### src/rtl/jt900h_prefetch_if.sv
// Program-memory read port between the prefetch queue (master) and memory (slave).
interface jt900h_prefetch_if;
   logic [23:0] bus_addr;
   logic        bus_rd;
   logic [15:0] bus_din;
   logic        bus_ok;

   modport master (output bus_addr, output bus_rd, input bus_din, input bus_ok);
   modport slave  (input bus_addr, input bus_rd, output bus_din, output bus_ok);
endinterface

### src/rtl/jt900h_prefetch.sv
// Byte-wide instruction prefetch FIFO fed by 16-bit memory reads; exposes the
// next four opcode bytes at pc and retires 0-3 bytes per enabled cycle.
module jt900h_prefetch #(
   parameter int DEPTH = 8
) (
   input  logic              clk,
   input  logic              rst,
   input  logic              cen,
   input  logic              pc_load,
   input  logic [23:0]       pc_in,
   input  logic [1:0]        fetched,
   output logic [31:0]       op,
   output logic              op_ok,
   output logic [23:0]       pc,
   jt900h_prefetch_if.master bus
);
   localparam int PW = $clog2(DEPTH);
   localparam int CW = PW + 1;

   logic [7:0]    buf_q [DEPTH];
   logic [PW-1:0] rd_ptr, wr_ptr;
   logic [PW-1:0] rd1, rd2, rd3, wr1;
   logic [CW-1:0] cnt, cnt_n;
   logic [23:0]   fa, fa_n;
   logic          drop;
   logic          accept;
   logic [1:0]    pushed, popped;
   logic          issue;

   always_comb begin
      accept = bus.bus_rd & bus.bus_ok;
      pushed = 2'd0;
      if (accept && !drop)
         pushed = fa[0] ? 2'd1 : 2'd2;
      popped = op_ok ? fetched : 2'd0;
      cnt_n  = cnt + CW'(pushed) - CW'(popped);
      fa_n   = fa + 24'(pushed);
      // A read completing this cycle frees the port for the next request
      issue  = (!bus.bus_rd || accept) && !drop && (cnt_n <= CW'(DEPTH - 2));
      rd1    = rd_ptr + PW'(1);
      rd2    = rd_ptr + PW'(2);
      rd3    = rd_ptr + PW'(3);
      wr1    = wr_ptr + PW'(1);
      op     = {buf_q[rd3], buf_q[rd2], buf_q[rd1], buf_q[rd_ptr]};
   end

   always_ff @(posedge clk) begin
      if (rst) begin
         pc           <= 24'd0;
         fa           <= 24'd0;
         cnt          <= '0;
         rd_ptr       <= '0;
         wr_ptr       <= '0;
         op_ok        <= 1'b0;
         bus.bus_rd   <= 1'b0;
         bus.bus_addr <= 24'd0;
         drop         <= 1'b0;
         for (int i = 0; i < DEPTH; i++)
            buf_q[i] <= 8'd0;
      end else if (cen) begin
         if (pc_load) begin
            pc     <= pc_in;
            fa     <= pc_in;
            cnt    <= '0;
            rd_ptr <= '0;
            wr_ptr <= '0;
            op_ok  <= 1'b0;
            // An unfinished read must still complete on the bus; its data is discarded
            if (accept) begin
               bus.bus_rd <= 1'b0;
               drop       <= 1'b0;
            end else if (bus.bus_rd) begin
               drop <= 1'b1;
            end
         end else if (drop) begin
            if (accept) begin
               bus.bus_rd <= 1'b0;
               drop       <= 1'b0;
            end
         end else begin
            if (pushed == 2'd1) begin
               buf_q[wr_ptr] <= bus.bus_din[15:8];
               wr_ptr        <= wr1;
            end else if (pushed == 2'd2) begin
               buf_q[wr_ptr] <= bus.bus_din[7:0];
               buf_q[wr1]    <= bus.bus_din[15:8];
               wr_ptr        <= wr_ptr + PW'(2);
            end
            rd_ptr <= rd_ptr + PW'(popped);
            pc     <= pc + 24'(popped);
            cnt    <= cnt_n;
            fa     <= fa_n;
            op_ok  <= (cnt_n >= CW'(4));
            if (issue) begin
               bus.bus_rd   <= 1'b1;
               bus.bus_addr <= {fa_n[23:1], 1'b0};
            end else if (accept) begin
               bus.bus_rd <= 1'b0;
            end
         end
      end
   end
endmodule

### src/flat_wrapper.sv
// flat-port wrapper written by rule: the top's interface ports become plain ports
module jt900h_prefetch_flat 
#(
   parameter int DEPTH = 8
)
  (clk, rst, cen, pc_load, pc_in, fetched, op, op_ok, pc, bus_bus_addr, bus_bus_rd, bus_bus_din, bus_bus_ok);
  jt900h_prefetch_if bus_i ();
  input  logic clk;
  input  logic rst;
  input  logic cen;
  input  logic pc_load;
  input  logic [23:0] pc_in;
  input  logic [1:0] fetched;
  output logic [31:0] op;
  output logic op_ok;
  output logic [23:0] pc;
  output wire logic [$bits(bus_i.bus_addr)-1:0] bus_bus_addr;
  output wire logic [$bits(bus_i.bus_rd)-1:0] bus_bus_rd;
  input wire logic [$bits(bus_i.bus_din)-1:0] bus_bus_din;
  input wire logic [$bits(bus_i.bus_ok)-1:0] bus_bus_ok;
  assign bus_bus_addr = bus_i.bus_addr;
  assign bus_bus_rd = bus_i.bus_rd;
  assign bus_i.bus_din = bus_bus_din;
  assign bus_i.bus_ok = bus_bus_ok;
  jt900h_prefetch #(.DEPTH(DEPTH)) u_core (.clk(clk), .rst(rst), .cen(cen), .pc_load(pc_load), .pc_in(pc_in), .fetched(fetched), .op(op), .op_ok(op_ok), .pc(pc), .bus(bus_i));
endmodule
### config.mk
export PLATFORM = sky130hd
export DESIGN_NAME = jt900h_prefetch_flat
export DESIGN_NICKNAME = d
export VERILOG_FILES = /design/src/rtl/jt900h_prefetch_if.sv /design/src/rtl/jt900h_prefetch.sv /design/src/flat_wrapper.sv
export SDC_FILE = /design/constraint.sdc
export NUM_CORES = 1
export LEC_CHECK = 0
export CORE_MARGIN = 2
export CORE_UTILIZATION = 56
export DETAILED_ROUTE_END_ITERATION = 8
export PLACE_DENSITY_LB_ADDON = 0.3
export SETUP_SLACK_MARGIN = 0.15
export SYNTH_ARGS = -nofsm -noshare
export SYNTH_HDL_FRONTEND = slang
export SYNTH_SLANG_ARGS = --single-unit
### constraint.sdc
create_clock -name clk -period 4.49 [get_ports clk]
set_input_delay 1.1225 -clock clk [delete_from_list [all_inputs] [get_ports clk]]
set_output_delay 1.1225 -clock clk [all_outputs]
set_load 0.01 [all_outputs]
---- After elaboration in Yosys (flattened, before gate mapping) ----
Memory sizes are Yosys's and may differ from the RTL's. A register that Yosys moved wholly into a read port is not among the register bits.
Index checks and enable logic that the tools add are counted.
Widths: inputs -> output; s select.
storage, ports and cells
  word-level logic and storage cells ...... 93
  bits in registers ....................... 84
  output and inout bits ................... 82
  input port bits ......................... 47
  bits in writable memories ............... 64
  memories kept ........................... 1
cells by class
  multiplexer cells ....................... 50
  add/subtract/negate cells ............... 10
  bitwise gates (word level) .............. 4
  $lt $le $gt $ge ......................... 2
  eq/ne operators ......................... 4
  reduce and logical (&&, ||, !) cells .... 13
memory list
  name          depth  width  read ports  clocked after memory_dff  wr ports  RTL line               text
  u_core.buf_q  8      8      4           1                         8         jt900h_prefetch.sv:20  logic [7:0] buf_q [DEPTH];
operators by type and width
  operator             number
  $mux 24              4
  $add 24x2->24        2
  $mux 3               10
  $mux 1               28
  $mux 8               3
  $reduce_or 8->1      2
  $add 3x2->3 const B  3
  $mux 4               2
  $add 3x1->3 const B  2
  $mux 2               3
  $add 4x2->4          1
  $ge 4x3->1 const B   1
  $le 4x3->1 const B   1
  $reduce_and 2->1     2
  $reduce_and 4->1     1
  $sub 4x2->4          1
  $add 3x2->3          1
  $logic_and 1x1->1    3
  $ne 3x1->1 const B   1
  $reduce_and 3->1     1
  $reduce_bool 3->1    1
  $eq 2x1->1 const B   1
  $eq 2x2->1 const B   1
  $logic_not 1->1      2
  other kinds (5)      6

---- Longest topological paths before layout ----
  depth in word-level cells ............... 14
  gate-level depth with buffers ........... 13
  gate-level depth less buffers ........... 11

---- Worst setup path before layout ----
No wires, ideal clock.
  path type ............................... reg2out
  from .................................... register u_core.rd_ptr[0]
  to ...................................... output port op[24]
  arrival ................................. 2.908 ns
  path buffers ............................ 3
  cell stages (with the launch flop) ...... 8
  data required time ...................... 3.368 ns
  setup slack ............................. 0.460 ns
  path through ............................ dfxtp_1 clkbuf_1 buf_2 buf_2 inv_1 ha_1 xnor2_1 mux4_2
on the way
  longest elaborated chain between the ends .. 2
ends and longest elaborated chain
  what                    RTL line               text
  from (decl)             jt900h_prefetch.sv:21  logic [PW-1:0] rd_ptr, wr_ptr;
  from (signal assigned)  jt900h_prefetch.sv:89  rd_ptr <= rd_ptr + PW'(popped);
  $add 3x2->3             jt900h_prefetch.sv:42  rd3 = rd_ptr + PW'(3);
  $mem_v2 8x8             --
  to (decl)               flat_wrapper.sv:14     output logic [31:0] op;
No other way between the ends.

---- Worst setup path in the final report ----
  from .................................... register u_core.rd_ptr[0]
  to ...................................... output port op[15]
on the way
  longest elaborated chain between the ends .. 2
ends and longest elaborated chain
  what         RTL line               text
  $add 3x1->3  jt900h_prefetch.sv:40  rd1 = rd_ptr + PW'(1);
  $mem_v2 8x8  --
No other way between the ends.

==> out/metrics.yaml <==
status: "finished, final reports clean"
setup_viol: 0
vdd_drop_max_mv: 0.296
seq_power_share_pct: 44.2
cts_buffers: 17
setup_slack_ns: 0.482
hpwl_mm: 21.0
crit_start: "u_core.rd_ptr[0]"
ys_seq_elements: 151
critPathMaxFanout: 46
use_met1_pct: 49.8
drt-total-wl_mm: 28.8
finClkSkew_ns: 0.00949
die_w_um: 135
r2r_slack_ns: 1.09
final-hold-violation-count: 0
synth.area.mux_share_pct: 16.8
die_area_um2: 18300
antenna_found_initial: 0
critPathBufInv: 2
crit_type: "reg2out"
yosysWarnings: 0
drc: 0
slew_headroom_pct: 37.4
max_cap_violations: 0
rsz0062_at_grt: "false"
clk_latency_ns: 0.43
fp.dieH_um: 135
nNetsFinal: 1106
tritoncts: "yes"
cts_hold_buffers: 0
gr-total-overflow: 0
fin_crit_ns: 4.01
clkPwrFrac_pct: 37.0
syn_inst: 938
finalCritPeriodShare_pct: 89.3
io_pins: 129
seq_area_um2: 3660
yosysSeqAreaShare_pct: 37.9
p_leak_nw: 3.85
swShare_pct: 29.8
post-route-util_pct: 68.6
top_usage_layer: "met1"
dr.pass1.iters: 6
critical_path.endpoint: "op[15]"
post_drt_wl_per_cell_um: 22.5
gp_congestion: 0.893
critical_path_required_ns: 3.37
grt_max_degree: 69
worst_path_dominant_cell_family: "buffers and inverters"
final_layout_size_suffix_gt1_share_pct: 17.3
met2_usage_pct: 43.0
synth_area_um2: 9660
ys_types: 80
vias_per_cell: 6.84
dp_slack_ns: 0.122
power.density_nw_per_um2: 311
clkSlewWorstSetupHoldPaths_ns: 0.07
internal_power_mw: 2.55
use_met3_pct: 7.82
yosys.area_share.simple_pct: 14.1
crit_chain: "buf_4 -> mux2_2 -> mux4_2 -> clkdlybuf4s50_1"
clockBufferDepth: 2
start_util_pct: 56.6
multiInputGateArea_um2: 5580
p_comb_share_pct: 18.8
ctsResizeCount: 0
cts_setup_buffers: 0
finalSetupTns_ns: 0
vias: 8745
cp_slowest_stage_delay_ns: 0.57
synth_edf_count: 64
synth_fa_ha_area_share_pct: 2.69
syn_area_per_cell_um2: 10.3
synth_xor_xnor_area_share_pct: 2.86
arrival_ns: 2.89
path_depth: 4
reg2reg_to: "u_core.bus.bus_addr[18]"
antenna_cells: 0
nFillCells: 1329
worst_pin_slew_ns: 0.935
r2r_cells: 10
num_rows: 48
slew_violations: 0
synth_top_family_by_area: "compound AO/OA/AOI/OAI gates"
synth-compound-area-share_pct: 21.2
h-tree-depth: 4
dr.first_iter.drc_count: 1293
ant_nets: 0
r2r_start: "u_core.bus.bus_rd"
grt.total_usage_pct: 31.5
crit_slowest_cell: "buf_4"
core_um2: 17100
async_reset_ff_share_pct: 0
syn_nets: 1004
areaGrowthSynthToFinish_pct: 21.1
root_buffer: "clkbuf_16"
place.port_buffers: 127
power_mw: 3.64
cts_sinks: 151
p_switching_mw: 1.08
grt_pass1_vias: 8003
grt_first_pass_wirelength_mm: 44.5
hold_class: "reg2reg"
startpoint_type: "flip-flop"
clock.fmax_ghz: 0.249
synth_flop_cell: "dfxtp_1"
endpoint_kind: "output pin"
## synth_stat cells (5+ instances only)
| cell | n | area share [%] |
|---|---|---|
| o2bb2ai_1 | 64 | 5.8 |
| mux2i_1 | 18 | 1.9 |
| nand2_1 | 66 | 2.6 |
| a211oi_1 | 26 | 2.0 |
| nand3_1 | 17 | 0.88 |
| or4_1 | 6 | 0.47 |
| nor2_1 | 41 | 1.6 |
| o211ai_1 | 6 | 0.47 |
| mux2_2 | 40 | 4.7 |
| nor4_1 | 14 | 0.91 |
| xnor2_1 | 15 | 1.4 |
| o31a_1 | 6 | 0.54 |
| o21a_1 | 5 | 0.39 |
| clkbuf_1 | 50 | 1.9 |
| and4_1 | 7 | 0.63 |
| xor2_1 | 14 | 1.3 |
| a22oi_1 | 21 | 1.6 |
| o21ai_0 | 39 | 2.0 |
| a31oi_1 | 44 | 2.8 |
| nor3_1 | 21 | 1.1 |
| a21oi_1 | 41 | 2.1 |
| nand4_1 | 17 | 1.1 |
| o22ai_1 | 6 | 0.39 |
| buf_1 | 14 | 0.54 |
| ha_1 | 16 | 2.1 |
| and2_1 | 6 | 0.39 |
| inv_1 | 23 | 0.89 |
| and3_1 | 7 | 0.45 |
| dfxtp_1 | 87 | 18 |
| buf_2 | 12 | 0.62 |
| edfxtp_1 | 64 | 20 |
| mux4_2 | 44 | 10 |
## through the flow
stage | hold WS, ns | cells | instance area (um2)
2_1_floorplan | 0.465 | 938 | 9660
3_3_place_gp | 0.481 | 1246 | 11200
3_5_place_dp | 0.488 | 1246 | 11200
4_1_cts | 0.495 | 1278 | 11700
5_1_grt | 0.520 | 1278 | 11700
6_report | 0.493 | 1278 | 11700
## registers in the layout (all words and copies together) (netlist names), named ones only
register	flops
u_core.pc	24
u_core.fa	24
u_core.rd_ptr	3
u_core.drop	1
u_core.bus.bus_addr	23
u_core.bus.bus_rd	1
u_core.wr_ptr	3
u_core.op_ok	1
u_core.cnt	4
u_core.buf_q	64
## final cells by class
class,count,share of cell area [%]
clock buffer,17,3.64
inverter,24,0.770
clock inverter,15,1.03
tap,225,2.41
timing repair buffer,163,13.1
multi-input combinational,683,47.7
sequential,151,31.3
## cell usage in the layout (no fill, tap or decap), types with 7 or more instances in the layout
cell	n
a31oi_1	44
mux2i_1	18
nand4_1	17
mux4_2	44
o2bb2ai_1	64
buf_4	36
clkbuf_16	17
xor2_1	14
and4_1	7
a22oi_1	21
a21oi_1	41
edfxtp_1	64
xnor2_1	15
nor3_1	21
nor2_1	41
a211oi_1	26
mux2_2	40
inv_1	23
dfxtp_1	86
nand2_1	66
and3_1	7
o21ai_0	38
ha_1	16
nor4_1	13
clkdlybuf4s50_1	126
nand3_1	17
## worst min-delay path by stage
stage                                        end                   start  cells after the start  slack, ns
after floorplan                    u_core.cnt[0]           u_core.cnt[0]                      2       0.47
final                     u_core.bus.bus_addr[2]  u_core.bus.bus_addr[2]                      2       0.49
after detailed placement  u_core.bus.bus_addr[2]  u_core.bus.bus_addr[2]                      2       0.49
after global routing      u_core.bus.bus_addr[2]  u_core.bus.bus_addr[2]                      2       0.52
after global placement             u_core.cnt[0]           u_core.cnt[0]                      2       0.48
after CTS                 u_core.bus.bus_addr[2]  u_core.bus.bus_addr[2]                      2       0.49
## worst min-delay path: cells and delay by family (launching register included)
kind	cells	cell delay (ns)
AND/OR/NAND/NOR	1	0.07
flip-flops	1	0.33
AO/OA/AOI/OAI	1	0.05
## routing by layer
| layer | up-vias | wire length [um] |
|---|---|---|
| li1 | 3918 | - |
| met1 | 4202 | 12600 |
| met5 | - | 0 |
| met2 | 575 | 11900 |
| met3 | 50 | 3850 |
| met4 | 0 | 442 |
## power groups by stage
| stage | Clock [mW] | Sequential, mW | Combinational (mW) |
|---|---|---|---|
| final | 1.35 | 1.61 | 0.684 |
| after global placement | 0 | 1.63 | 0.651 |
| after detailed placement | 0 | 1.63 | 0.670 |
| after floorplan | 0 | 1.61 | 0.389 |
| after global routing | 1.40 | 1.62 | 0.734 |
| after CTS | 1.35 | 1.60 | 0.674 |
## kinds of logic (layout without fill, tap and decap cells)
group,after synthesis,in the layout
buffers and inverters,104,219
AO/OA/AOI/OAI,289,289
flip-flops,151,151
AND/OR/NAND/NOR,242,242
adder cells (fa/ha/maj),19,19
XOR/XNOR,30,30
other,1,1
multiplexers,102,102
Note: power is estimated with default switching activity, not from simulation.
